<file path="src/rtl/pr_csr_responder.sv">
// CSR responder for the port-gasket partial-reconfiguration region: register decode,
// bitstream FIFO toward the PR engine and the PR handshake sequencer.
module pr_csr_responder #(
    parameter logic [63:0] DFH_VALUE  = 64'h3000_0000_1000_1005,
    parameter int unsigned FIFO_DEPTH = 16
) (
    input  logic        clk,
    input  logic        rst,
    input  logic        csr_wr,
    input  logic        csr_rd,
    input  logic [5:0]  csr_addr,
    input  logic [63:0] csr_wdata,
    output logic [63:0] csr_rdata,
    output logic        csr_rd_valid,
    output logic [31:0] pr_data,
    output logic        pr_data_valid,
    input  logic        pr_data_ready,
    output logic        pr_start,
    input  logic        pr_done,
    input  logic        pr_error
);

    localparam int unsigned PtrW = $clog2(FIFO_DEPTH);
    localparam logic [PtrW:0] PtrOne = 1;

    typedef enum logic [2:0] {
        StIdle     = 3'd0,
        StActive   = 3'd1,
        StDrain    = 3'd2,
        StWaitDone = 3'd3,
        StDone     = 3'd4,
        StReset    = 3'd5
    } state_e;

    state_e        state_q, state_d;
    logic          ctrl_reset_q, ctrl_reset_d;
    logic          push_cmpl_q, push_cmpl_d;
    logic [3:0]    err_q, err_d;
    logic [15:0]   count_q, count_d;
    logic          pr_start_q, pr_start_d;
    logic          rd_valid_q, rd_valid_d;
    logic [63:0]   rdata_q, rdata_d;
    logic [PtrW:0] wr_ptr_q, wr_ptr_d;
    logic [PtrW:0] rd_ptr_q, rd_ptr_d;
    logic [31:0]   mem_q [FIFO_DEPTH];

    logic       wr_ctrl, wr_data, wr_err;
    logic       fifo_empty, fifo_full;
    logic       push, pop, flush, pr_err_live;
    logic [3:0] err_set, err_clr;
    logic       reset_ack, pr_active;
    logic       unused_wdata;

    assign unused_wdata = ^csr_wdata[63:32];

    assign wr_ctrl = csr_wr && (csr_addr == 6'h08);
    assign wr_data = csr_wr && (csr_addr == 6'h18);
    assign wr_err  = csr_wr && (csr_addr == 6'h20);

    assign fifo_empty = (wr_ptr_q == rd_ptr_q);
    assign fifo_full  = (wr_ptr_q[PtrW] != rd_ptr_q[PtrW]) &&
                        (wr_ptr_q[PtrW-1:0] == rd_ptr_q[PtrW-1:0]);

    assign pr_data_valid = !fifo_empty && (state_q != StReset);
    assign pr_data       = pr_data_valid ? mem_q[rd_ptr_q[PtrW-1:0]] : 32'h0;
    assign pop           = pr_data_valid && pr_data_ready;

    assign pr_err_live = pr_error && (state_q != StIdle) && (state_q != StReset);
    assign reset_ack   = (state_q == StReset) && fifo_empty;
    assign pr_active   = (state_q == StActive) || (state_q == StDrain) ||
                         (state_q == StWaitDone);

    assign pr_start     = pr_start_q;
    assign csr_rd_valid = rd_valid_q;
    assign csr_rdata    = rdata_q;

    always_comb begin
        state_d      = state_q;
        ctrl_reset_d = ctrl_reset_q;
        push_cmpl_d  = push_cmpl_q;
        count_d      = count_q;
        pr_start_d   = 1'b0;
        wr_ptr_d     = wr_ptr_q;
        rd_ptr_d     = rd_ptr_q;
        err_set      = 4'h0;
        push         = 1'b0;
        flush        = 1'b0;

        if (wr_ctrl) begin
            ctrl_reset_d = csr_wdata[0];
            if (csr_wdata[13]) begin
                push_cmpl_d = 1'b1;
            end
        end

        // Fullness is judged before this cycle's pop.
        if (wr_data) begin
            if (state_q != StActive) begin
                err_set[1] = 1'b1;
            end else if (fifo_full) begin
                err_set[0] = 1'b1;
            end else begin
                push = 1'b1;
            end
        end

        if (pr_err_live) begin
            err_set[2] = 1'b1;
        end

        if (ctrl_reset_d) begin
            state_d = StReset;
            flush   = 1'b1;
        end else if (pr_err_live) begin
            state_d = StIdle;
            flush   = 1'b1;
        end else begin
            if (wr_ctrl && csr_wdata[12]) begin
                if (state_q == StIdle || state_q == StDone) begin
                    state_d     = StActive;
                    pr_start_d  = 1'b1;
                    push_cmpl_d = 1'b0;
                    count_d     = 16'h0;
                end else begin
                    err_set[3] = 1'b1;
                end
            end
            case (state_q)
                StActive:   if (wr_ctrl && csr_wdata[13]) state_d = StDrain;
                StDrain:    if (fifo_empty) state_d = StWaitDone;
                StWaitDone: if (pr_done) state_d = StDone;
                StReset:    state_d = StIdle;
                default:    ;
            endcase
        end

        if (flush) begin
            wr_ptr_d = '0;
            rd_ptr_d = '0;
        end else begin
            if (push) begin
                wr_ptr_d = wr_ptr_q + PtrOne;
                count_d  = count_q + 16'd1;
            end
            if (pop) begin
                rd_ptr_d = rd_ptr_q + PtrOne;
            end
        end

        // A set in the same cycle as a write-one-to-clear keeps the bit.
        err_clr = wr_err ? csr_wdata[3:0] : 4'h0;
        err_d   = (err_q & ~err_clr) | err_set;
    end

    always_comb begin
        rdata_d    = 64'h0;
        rd_valid_d = csr_rd;
        if (csr_rd) begin
            case (csr_addr)
                6'h00: rdata_d = DFH_VALUE;
                6'h08: begin
                    rdata_d[0]  = ctrl_reset_q;
                    rdata_d[4]  = reset_ack;
                    rdata_d[13] = push_cmpl_q;
                end
                6'h10: begin
                    rdata_d[2:0]   = state_q;
                    rdata_d[16]    = pr_active;
                    rdata_d[47:32] = count_q;
                end
                6'h20:   rdata_d[3:0] = err_q;
                default: ;
            endcase
        end
    end

    always_ff @(posedge clk) begin
        if (rst) begin
            state_q      <= StIdle;
            ctrl_reset_q <= 1'b0;
            push_cmpl_q  <= 1'b0;
            err_q        <= 4'h0;
            count_q      <= 16'h0;
            pr_start_q   <= 1'b0;
            rd_valid_q   <= 1'b0;
            rdata_q      <= 64'h0;
            wr_ptr_q     <= '0;
            rd_ptr_q     <= '0;
        end else begin
            state_q      <= state_d;
            ctrl_reset_q <= ctrl_reset_d;
            push_cmpl_q  <= push_cmpl_d;
            err_q        <= err_d;
            count_q      <= count_d;
            pr_start_q   <= pr_start_d;
            rd_valid_q   <= rd_valid_d;
            rdata_q      <= rdata_d;
            wr_ptr_q     <= wr_ptr_d;
            rd_ptr_q     <= rd_ptr_d;
        end
    end

    always_ff @(posedge clk) begin
        if (push) begin
            mem_q[wr_ptr_q[PtrW-1:0]] <= csr_wdata[31:0];
        end
    end

endmodule

</file>
<file path="config.mk">
export PLATFORM = sky130hd
export DESIGN_NAME = pr_csr_responder
export DESIGN_NICKNAME = d
export VERILOG_FILES = /design/src/rtl/pr_csr_responder.sv
export SDC_FILE = /design/constraint.sdc
export NUM_CORES = 1
export LEC_CHECK = 0
export CORE_ASPECT_RATIO = 0.7
export CORE_MARGIN = 4
export CORE_UTILIZATION = 50
export DETAILED_ROUTE_END_ITERATION = 10
export PLACE_DENSITY = 0.7
export SYNTH_ARGS = -nofsm -noshare
export SYNTH_HDL_FRONTEND = slang
export SYNTH_SLANG_ARGS = --single-unit
</file>
<file path="constraint.sdc">
create_clock -name clk -period 6 [get_ports clk]
set_input_delay 1.2 -clock clk [delete_from_list [all_inputs] [get_ports clk]]
set_output_delay 1.2 -clock clk [all_outputs]
set_load 0.02 [all_outputs]
</file>
=== Yosys cells after proc, flatten, opt, wreduce, memory -nomap -nowiden ===
Memories as Yosys holds them, arrays and structs flattened. A register that Yosys moved wholly into a read port is not among the register bits.
Cells that the tools add are included.

* Add/subtract/negate cells: 3
* Eq/ne operators: 14
* Muxes and demuxes: 46
* Bitwise logic cells: 8
* Reductions and logical operators: 25

{| class="wikitable"
|+ Operators by type and width
! operator !! number
|-
| $mux 16 || 6
|-
| $mux 32 || 1
|-
| $mux 1 || 22
|-
| $mux 3 || 7
|-
| $add 16x1->16 const B || 1
|-
| $mux 14 || 1
|-
| $eq 6x5->1 const B || 2
|-
| $mux 12 || 1
|-
| $mux 4 || 3
|-
| $pmux 3 s4 || 1
|-
| $reduce_or 3->1 || 4
|-
| $logic_and 1x1->1 || 11
|-
| $add 5x1->5 const B || 2
|-
| $mux 8 || 1
|-
| $eq 3x2->1 const B || 2
|-
| $eq 3x3->1 const B || 2
|-
| $eq 6x4->1 const B || 1
|-
| $eq 6x6->1 const B || 1
|-
| $logic_not 6->1 || 1
|-
| $pmux 2 s3 || 1
|-
| $eq 5x5->1 || 1
|-
| $not 1->1 || 5
|-
| $and 4x4->4 || 1
|-
| $eq 4x4->1 || 1
|-
| other kinds (14) || 17
|}

* Bits in registers: 101
* Bits in writable memories: 512
* Input bits: 77
* Output and inout bits: 99
* Memories kept: 1

{| class="wikitable"
|+ Memories
! memory !! words !! width !! rd ports !! clocked after memory_dff !! wr ports !! RTL line !! source
|-
| mem_q || 16 || 32 || 1 || 1 || 1 || 45 || <nowiki>logic [31:0] mem_q [FIFO_DEPTH];</nowiki>
|}

=== Logic depth before layout (Yosys ltp) ===
Gate-level depths: netlist (run 1).

* Word-level depth: 8
* Gate-level depth with buffers: 7
* Depth with buffers taken out: 6

=== Worst setup path after synthesis (run 1) ===
Ideal clock, no wire load.

* Kind: input to register
* Start point: input csr_addr[2]
* End point: memory mem_q[3][0] (enable)
* Data arrival time: 4344 ps
* Slack: 1194 ps
* Cell stages on the path: 4
* Buffers on the path: 0
* Cells stage by stage: nor4b_4 > and4_2 > o211ai_1 > nor3_1

* Cells in the longest elaborated chain, start to end: 5

{| class="wikitable"
|+ Ends and longest elaborated chain
! item !! RTL line !! source
|-
| from (decl) || 11 || <nowiki>input logic [5:0] csr_addr,</nowiki>
|-
| $eq 6x5->1 || 57 || <nowiki>assign wr_data = csr_wr && (csr_addr == 6'h18);</nowiki>
|-
| $logic_and 1x1->1 || 57 ||
|-
| $mux 1 || 97 || <nowiki>if (wr_data) begin</nowiki>
|-
| $mux 1 || 204 || <nowiki>if (push) begin</nowiki>
|-
| $mux 1 (implied by the code) || 205 || <nowiki>mem_q[wr_ptr_q[PtrW-1:0]] <= csr_wdata[31:0];</nowiki>
|-
| to (decl) || 45 ||
|}

Every way passes these cells.

==> metrics.md, run 1 <==
| Metric | Value |
|---|---|
| Outcome | `finished clean` |
| Hold path cells | `1` |
| FMAX | `205.1 MHz` |
| Post-Place Cell Area | `24340 um^2` |
| Top post-synthesis cells by area | `edfxtp_1, mux4_2, dfxtp_1, buf_4, nor2b_1` |
| Layout Skew | `0.009365 ns` |
| Post-CTS setup buffers | `0` |
| Core ar. | `44280 um^2` |
| Antenna cells | `0` |
| Syn avg cell area | `20.24 um^2` |
| # IOs | `176` |
| YS warnings | `0` |
| Power Internal | `6.189 mW` |
| Slew headroom | `0.2570` |
| Cts hold-fix bufs | `0` |
| Worst endpoint required time | `4.80 ns` |
| Final Setup Violations | `0` |
| Initial core utilization | `0.5120` |
| Layout net count | `1328` |
| Fillers | `3196` |
| Max H-tree Level | `2` |
| First-pass GRT wire length | `69410 um` |
| DR vias | `10952` |
| Sequential fraction of design power | `0.569` |
| Leak | `8.016 nW` |
| Maximum fanout along the worst path | `33` |
| CTS sink count | `577` |
| Post-Synthesis Cells | `1120` |
| Fin. max-slew vios | `0` |
| CTS Buffer Depth | `3` |
| Drc violations | `0` |
| Port buffer count | `106` |
| CTS Buf Count | `52` |
| Clk pwr share | `0.415` |
| CTS root buf | `clkbuf_16` |
| Worst slew pin tran | `1.115 ns` |
| Hold WC Path Type | `register to register` |
| Biggest area consumer among synthesized cells | `edfxtp_1` |
| Sequential area share after synthesis | `0.7355` |
| All-Layer GR Usage | `0.1884` |
| Startpoint Class | `register` |
| Detailed Route WL | `46140 um` |
| Final hold viol count | `0` |
| Clock-pin slew on the worst setup and hold paths | `0.06 ns` |
| Maximum number of pins on one net before global-route repair | `74` |
| CP Class | `register to output port` |
| Most frequent cells in the layout | `edfxtp_1, mux4_2, clkdlybuf4s50_1` |
| Layout area overhead | `14.56%` |
| Async SR Flop Fraction | `0` |
| Synth top area share | `0.6781` |
| Share of layout cells above drive strength 1 | `0.2304` |
| Ys flop type | `edfxtp_1` |
| Combinational fraction of design power | `0.016` |
| Die width | `262.5 um` |
| Initial antenna violation count | `0` |
| Vias/cell | `5.816` |
| Clk_lat worst skew | `0.58 ns` |
| Die Height | `186.2 um` |
| Max-Cap Viols | `0` |
| P_sw | `1.479 mW` |
| Minimum clock period | `4.876 ns` |
| Worst-case reg-to-reg path depth | `5` |
| Setup TNS | `0 ns` |
| DRT antenna net count | `0` |
| RSZ-0062 raised after global routing | `false` |
| Number of global-route vias before repair | `11001` |
| Total Die Area | `48870 um^2` |
| Post-synth EDFFs | `512` |
| Num rows | `64` |
| Crit share post-route | `0.8127` |
| Overflow after GRT | `0` |
| Design area | `25980 um^2` |
| Cell Pwr Density | `295.2 nW/um^2` |
| #FFs+latches synth | `577` |
| Mapped Area | `22670 um^2` |
| Post-synth cell types | `60` |
| Peak supply drop | `225.6 uV` |
| Commonest non-fill, non-tap cell in the layout | `edfxtp_1` |
| CTS tree | `done` |
| Final estimated routing congestion in global placement | `0.7931` |
| Post-DP HPWL | `25820 um` |
| Data arrival time of the critical path | `3.68 ns` |
| Drt initial violations | `1026` |
| DRT Pass-1 Iters | `5` |
| Post-CTS sizing | `0` |
| Switching Share | `0.1929` |
| Average wire per standard cell | `24.51 um` |
| Worst Setup End Kind | `output port` |
-- worst max-delay path, cell delays in order (launching register included) --
cell             delay (ns)
dfxtp_4                0.82
buf_4                  0.47
mux4_2                 0.56
mux4_2                 0.51
nor2b_1                0.15
clkdlybuf4s50_1        0.56
-- registers in the layout, summed over array words and instances, names as in the netlist, named ones only --
signal / flops
count_q: 16
csr_rd_valid: 1
csr_rdata: 24
ctrl_reset_q: 1
err_q: 4
mem_q: 512
pr_start: 1
push_cmpl_q: 1
rd_ptr_q: 5
state_q: 3
wr_ptr_q: 5
-- cell families (layout without fill, tap and decap cells) --
logic type                 count (synthesis)  after routing  share of synthesized area
DFF                                      577            577                     0.7355
xor gates and xnor gates                  12             12                   0.004635
adders and majority gates                  6              6                   0.003311
other                                      1             37                  0.0001654
buffers and inverters                    104            237                    0.02571
AOI/OAI and AO/OA                         58             58                    0.01920
muxes                                    162            162                     0.1599
and+or+nand+nor                          200            200                    0.05165
-- area by class of cell --
class	instances	area, um^2	share of cell area
multi-input cells	475	5604	0.2157
clock buffers	70	1420	0.05467
clock inverters	28	214.0	0.008237
inverters	10	37.54	0.001445
flip-flops and latches	577	16690	0.6424
well taps	594	743.2	0.02861
repair buffers	129	1271	0.04894
-- final timing paths --
| path | start | to | slack [ns] |
|---|---|---|---|
| worst min register to register | push_cmpl_q | csr_rdata[13] | 0.46 |
| worst max-delay path | register | pr_data[14] | 1.12 |
| worst max register to register | state_q[0] | mem_q[0][29] | 2.77 |
| worst min-delay path | push_cmpl_q | csr_rdata[13] | 0.46 |
-- power groups by stage --
stage	Clock [mW]	Combinational, mW	Sequential [mW]
floorplan	0	0.0560	4.45
global placement	0	0.113	4.45
detailed placement	0	0.118	4.45
CTS	3.26	0.119	4.36
global route	3.43	0.131	4.36
finish	3.18	0.120	4.37
-- synth_stat cells (all sizes together), types with 2 or more instances --
cell type and instances:
a21oi 10, a221o 14, a22oi 2, and2 23, and3 18, and4 3, buf 69, clkbuf 25
dfxtp 65, edfxtp 512, ha 6, inv 10, mux4 160, nand2 25, nand2b 3, nand3 8
nand4 6, nor2 25, nor2b 43, nor3 22, nor3b 2, nor4 9, nor4b 3, o2111ai 2
o211ai 4, o21a 2, o21ai 15, or3 5, xnor2 6, xor2 6
-- through the flow --
| step | hold slack [ns] | power [mW] | instances | worst slack, ns | utilization |
|---|---|---|---|---|---|
| 6_report | 0.4641 | 7.668 | 1883 | 1.124 | 0.5866 |
| 5_1_grt | 0.4754 | 7.926 | 1883 | 0.9017 | 0.5866 |
| 4_1_cts | 0.4605 | 7.742 | 1883 | 1.006 | 0.5866 |
| 3_5_place_dp | 0.4508 | 4.570 | 1785 | 1.536 | 0.5497 |
| 3_3_place_gp | 0.4507 | 4.564 | 1785 | 1.572 | 0.5497 |
| 2_1_floorplan | 0.4242 | 4.509 | 1156 | 1.194 | - |
-- metal layers --
metal / global-route usage / vias up / part of all wire
met3: 0.02972 / 57 / 0.059
li1: - / 4756 / -
met4: 0.03628 / 0 / 0.015
met5: 0 / - / 0
met2: 0.3175 / 359 / 0.50
met1: 0.2698 / 5780 / 0.42
No activity file was read; power rests on OpenSTA's default activity.
==> run 2, diff against run 1 <==
==> constraint.sdc (replaced) <==
create_clock -name clk -period 4.7 [get_ports clk]
set_input_delay 0.94 -clock clk [delete_from_list [all_inputs] [get_ports clk]]
set_output_delay 0.94 -clock clk [all_outputs]
set_load 0.02 [all_outputs]
==> metrics.md, run 2 (synthesis results as in run 1) <==
| Metric | Value |
|---|---|
| Die width | `262.5 um` |
| Worst Setup End Kind | `output port` |
| # IOs | `176` |
| Setup TNS | `0 ns` |
| CP Class | `register to output port` |
| Critical path origin | `wr_ptr_q[2]` |
| RSZ-0062 raised after global routing | `false` |
| Post-DP HPWL | `25580 um` |
| CTS Buf Count | `52` |
| Layout area overhead | `16.09%` |
| Initial core utilization | `0.5120` |
| Die Height | `186.2 um` |
| Most frequent cells in the layout | `edfxtp_1, mux4_2, clkdlybuf4s50_1` |
| Outcome | `finished clean` |
| DR vias | `11074` |
| Worst endpoint required time | `3.76 ns` |
| Num rows | `64` |
| Final estimated routing congestion in global placement | `0.8238` |
| Cell Pwr Density | `380.3 nW/um^2` |
| Clock-pin slew on the worst setup and hold paths | `0.06 ns` |
| Min Hold Slack | `0.4590 ns` |
| Vias/cell | `5.862` |
| Drc violations | `0` |
| Average wire per standard cell | `24.98 um` |
| Antenna cells | `0` |
| Crit path capture | `pr_data[2]` |
| Slowest-stage cell, CP | `o21ai_4` |
| Post-CTS sizing | `0` |
| Core ar. | `44280 um^2` |
| Clk_lat worst skew | `0.58 ns` |
| Final Non-Filler Cells | `1889` |
| Total Die Area | `48870 um^2` |
| Fin. max-slew vios | `0` |
| Initial antenna violation count | `1` |
| Cts hold-fix bufs | `0` |
| Data arrival time of the critical path | `3.41 ns` |
| CP bufs+invs | `2` |
| Peak supply drop | `253.8 uV` |
| Critical Path, Cell by Cell | `xnor2_1, nand4_1, o21ai_4, buf_12, nor2b_1, clkdlybuf4s50_1` |
| Layout Skew | `0.02026 ns` |
| Crit share post-route | `0.9258` |
| Delay-heaviest family, CP | `compound AO/OA/AOI/OAI gates` |
| Layout net count | `1335` |
| Worst Hold Launch | `push_cmpl_q` |
| Post-place setup slack | `0.8337 ns` |
| Final Setup Violations | `0` |
| Minimum clock period | `4.351 ns` |
| Worst R2R Setup Slack | `1.78 ns` |
| Post-Place Cell Area | `24610 um^2` |
| FF-to-FF End | `count_q[0]` |
| DRT Pass-1 Iters | `5` |
| Maximum fanout along the worst path | `18` |
| Slew headroom | `0.3360` |
| Worst slew pin tran | `0.9916 ns` |
| Detailed Route WL | `47190 um` |
| Final hold viol count | `0` |
| Startpoint Class | `register` |
| CTS Buffer Depth | `3` |
| Levels on crit path | `6` |
| Port buffer count | `106` |
| PnR worst setup slack | `0.3485 ns` |
| FMAX | `229.8 MHz` |
| Critical Path Max Stage Delay | `0.83 ns` |
| Commonest non-fill, non-tap cell in the layout | `edfxtp_1` |
| DRT antenna net count | `0` |
| All-Layer GR Usage | `0.1937` |
| First-pass GRT wire length | `71170 um` |
| Hold WC Path Type | `register to register` |
| CTS tree | `done` |
| Number of global-route vias before repair | `11139` |
| RR Startpoint | `state_q[0]` |
| Largest register FFs | `512` |
| Drt initial violations | `1234` |
| Max H-tree Level | `2` |
| Inst Count DP | `1792` |
| Max-Cap Viols | `0` |
| Share of layout cells above drive strength 1 | `0.2347` |
| Worst-case reg-to-reg path depth | `5` |
| Leak | `8.137 nW` |
| Maximum number of pins on one net before global-route repair | `57` |
| Post-CTS setup buffers | `0` |
| CTS sink count | `577` |
| Overflow after GRT | `0` |
| CTS root buf | `clkbuf_16` |
| Design area | `26320 um^2` |
[run 2: changes by cell type in the layout (fill, tap and decap cells not counted), sizes merged]
cell,change
buf,+7
clkbuf,-2
clkinv,-2
inv,-1
bufinv,+4
[run 2: report_power, final]
group | switching, mW | internal, mW
Sequential | 0.000773 | 5.57
Combinational | 0.111 | 0.0413
Clock | 1.80 | 2.48
Total | 1.91 | 8.10
[run 2: worst register-to-register path, cell delays in order, from the launching register on]
cell     delay, ns
dfxtp_1       0.59
xor2_1        0.12
o21ai_0       0.56
nand4_1       0.59
nor2_2        0.74
mux2_2        0.27
[run 2: metal layers]
metal / track usage / wire, um / up-vias / share of wire
met1: 0.2892 / 20700 / 5871 / 0.44
met2: 0.3070 / 22640 / 349 / 0.48
met4: 0.04332 / 836 / 2 / 0.018
met5: 0 / 20 / - / 0.00042
met3: 0.03485 / 2989 / 73 / 0.063
li1: - / - / 4779 / -
[run 2: stage by stage]
stage	power (mW)	utilization
6_report	10.01	0.5944
5_1_grt	10.35	0.5944
4_1_cts	10.09	0.5944
3_5_place_dp	5.833	0.5557
3_3_place_gp	5.826	0.5557
2_1_floorplan	5.757	-
[run 2: worst min-delay path by stage]
stage | slack [ns] | to | cells past startpoint
final | 0.46 | csr_rdata[13] | 1
after global routing | 0.50 | csr_rdata[13] | 1
after CTS | 0.46 | csr_rdata[13] | 1
after detailed placement | 0.45 | csr_rdata[13] | 1
after global placement | 0.45 | csr_rdata[13] | 1
after floorplan | 0.42 | csr_rdata[13] | 1
[run 2: area by class of cell]
class	count	area [um^2]
Tap cell	594	743.2
Multi-Input combinational cell	475	5604
Clock buffer	68	1403
Clock inverter	29	312.8
Inverter	10	37.54
Fill cell	3137	17960
Timing Repair Buffer	136	1536
Sequential cell	577	16690
==> run 3, diff against run 2 <==
--- a/config.mk
+++ b/config.mk
@@ -5,11 +5,13 @@
 export SDC_FILE = /design/constraint.sdc
 export NUM_CORES = 1
 export LEC_CHECK = 0
+export CELL_PAD_IN_SITES_DETAIL_PLACEMENT = 0
+export CELL_PAD_IN_SITES_GLOBAL_PLACEMENT = 1
 export CORE_ASPECT_RATIO = 0.7
 export CORE_MARGIN = 4
 export CORE_UTILIZATION = 50
 export DETAILED_ROUTE_END_ITERATION = 10
-export PLACE_DENSITY = 0.7
+export PLACE_DENSITY_LB_ADDON = 0.1
 export SYNTH_ARGS = -nofsm -noshare
 export SYNTH_HDL_FRONTEND = slang
 export SYNTH_SLANG_ARGS = --single-unit
==> metrics.md, run 3 (synthesis results as in run 1) <==
| Metric | Value |
|---|---|
| DRT antenna net count | `0` |
| Num rows | `64` |
| Largest register FFs | `512` |
| Worst endpoint required time | `3.76 ns` |
| Detailed Route WL | `49070 um` |
| Clk_lat worst skew | `0.58 ns` |
| Combinational fraction of design power | `0.016` |
| Die width | `262.5 um` |
| Outcome | `finished clean` |
| Core ar. | `44280 um^2` |
| Overflow after GRT | `0` |
| Clock-pin slew on the worst setup and hold paths | `0.06 ns` |
| Layout area overhead | `15.77%` |
| Maximum number of pins on one net before global-route repair | `40` |
| CP bufs+invs | `2` |
| FMAX | `231.3 MHz` |
| Post-CTS sizing | `0` |
| RSZ-0062 raised after global routing | `false` |
| Peak supply drop | `244.5 uV` |
| DR vias | `11066` |
| Crit share post-route | `0.9201` |
| Cell Pwr Density | `374.3 nW/um^2` |
| Post-DP HPWL | `27320 um` |
| Drc violations | `0` |
| Hold WC Path Type | `register to register` |
| Multi-input logic area | `5604 um^2` |
| CTS Buffer Depth | `3` |
| CP Class | `register to output port` |
| Critical Path, Cell by Cell | `buf_4, mux4_2, mux4_2, nor2b_1, clkdlybuf4s50_1` |
| Cell repeated most along the worst path | `mux4_2` |
| CTS root buf | `clkbuf_16` |
| Antenna cells | `0` |
| Cts hold-fix bufs | `0` |
| Delay-heaviest family, CP | `multiplexers` |
| Worst slew pin tran | `0.9657 ns` |
| Final hold viol count | `0` |
| Leak | `8.140 nW` |
| Critical Path Max Stage Delay | `0.59 ns` |
| Power Internal | `7.899 mW` |
| First-pass GRT wire length | `73600 um` |
| Data arrival time of the critical path | `3.38 ns` |
| Fin. max-slew vios | `0` |
| Max H-tree Level | `2` |
| Average wire per standard cell | `25.80 um` |
| Total Die Area | `48870 um^2` |
| Max-Cap Viols | `0` |
| Total Power | `9.826 mW` |
| Vias/cell | `5.818` |
| Port buffer count | `106` |
| CTS Buf Count | `53` |
| Post-Place Cell Area | `24620 um^2` |
| Fillers | `3251` |
| Layout Skew | `0.01883 ns` |
| Number of global-route vias before repair | `11168` |
| # IOs | `176` |
| Post-CTS setup buffers | `0` |
| Final Setup Violations | `0` |
| Reg area | `16690 um^2` |
| Drt initial violations | `1030` |
| Layout net count | `1350` |
| Design area | `26250 um^2` |
| Clk pwr share | `0.417` |
| Share of layout cells above drive strength 1 | `0.2424` |
| P_sw | `1.927 mW` |
| Initial core utilization | `0.5120` |
| Initial antenna violation count | `0` |
| Startpoint Class | `register` |
| DRT Pass-1 Iters | `5` |
| Maximum fanout along the worst path | `18` |
| Commonest non-fill, non-tap cell in the layout | `edfxtp_1` |
| Sequential fraction of design power | `0.567` |
| Most frequent cells in the layout | `edfxtp_1, mux4_2, clkdlybuf4s50_1` |
| Slew headroom | `0.3534` |
| Die Height | `186.2 um` |
| Worst Setup End Kind | `output port` |
| Final estimated routing congestion in global placement | `0.7691` |
| CTS tree | `done` |
| Post-layout util | `0.5928` |
| CTS sink count | `577` |
| All-Layer GR Usage | `0.2018` |
| Switching Share | `0.1961` |
| Slowest-stage cell, CP | `dfxtp_4` |
| Setup TNS | `0 ns` |
| Minimum clock period | `4.324 ns` |
## run 3: changes by cell type in the layout (fill, tap and decap cells not counted), sizes merged
cell,previous run,this run
buf,30,44
bufinv,7,4
clkbuf,68,64
clkinv,20,23
clkinvlp,0,3
## run 3: cell type report
cell class	instances	share of cell area
well taps	594	0.02831
clock inverters	32	0.009819
multi-input cells	475	0.2135
repair buffers	150	0.05920
inverters	10	0.001430
clock buffers	64	0.05210
flip-flops and latches	577	0.6357
## run 3: metal layers
metal / vias to the layer above / share of wire / global-route usage
met2: 286 / 0.48 / 0.3243
met4: 0 / 0.015 / 0.03884
met1: 5905 / 0.46 / 0.3033
met3: 66 / 0.053 / 0.03130
li1: 4809 / - / -
met5: - / 0 / 0
## run 3: worst paths after layout
path / cells past startpoint / from / slack [ns] / end
worst min-delay path: 1 / push_cmpl_q / 0.49 / csr_rdata[13]
worst max register to register: 5 / state_q[0] / 1.70 / mem_q[2][3]
worst min register to register: 1 / push_cmpl_q / 0.49 / csr_rdata[13]
worst max-delay path: 5 / register / 0.38 / pr_data[6]
## run 3: stage by stage
| stage | cells | setup slack (ns) | hold WS [ns] |
|---|---|---|---|
| 2_1_floorplan | 1156 | 0.1545 | 0.4242 |
| 3_3_place_gp | 1806 | 0.7554 | 0.4632 |
| 3_5_place_dp | 1806 | 0.7159 | 0.4713 |
| 4_1_cts | 1902 | 0.2815 | 0.4891 |
| 5_1_grt | 1902 | 0.1738 | 0.5085 |
| 6_report | 1902 | 0.3758 | 0.4930 |
## run 3: power groups by stage
stage / clock, mW / sequential, mW / combinational (mW)
floorplan: 0 / 5.68 / 0.0715
global placement: 0 / 5.68 / 0.149
detailed placement: 0 / 5.68 / 0.154
CTS: 4.20 / 5.57 / 0.155
global route: 4.44 / 5.57 / 0.169
finish: 4.10 / 5.57 / 0.154
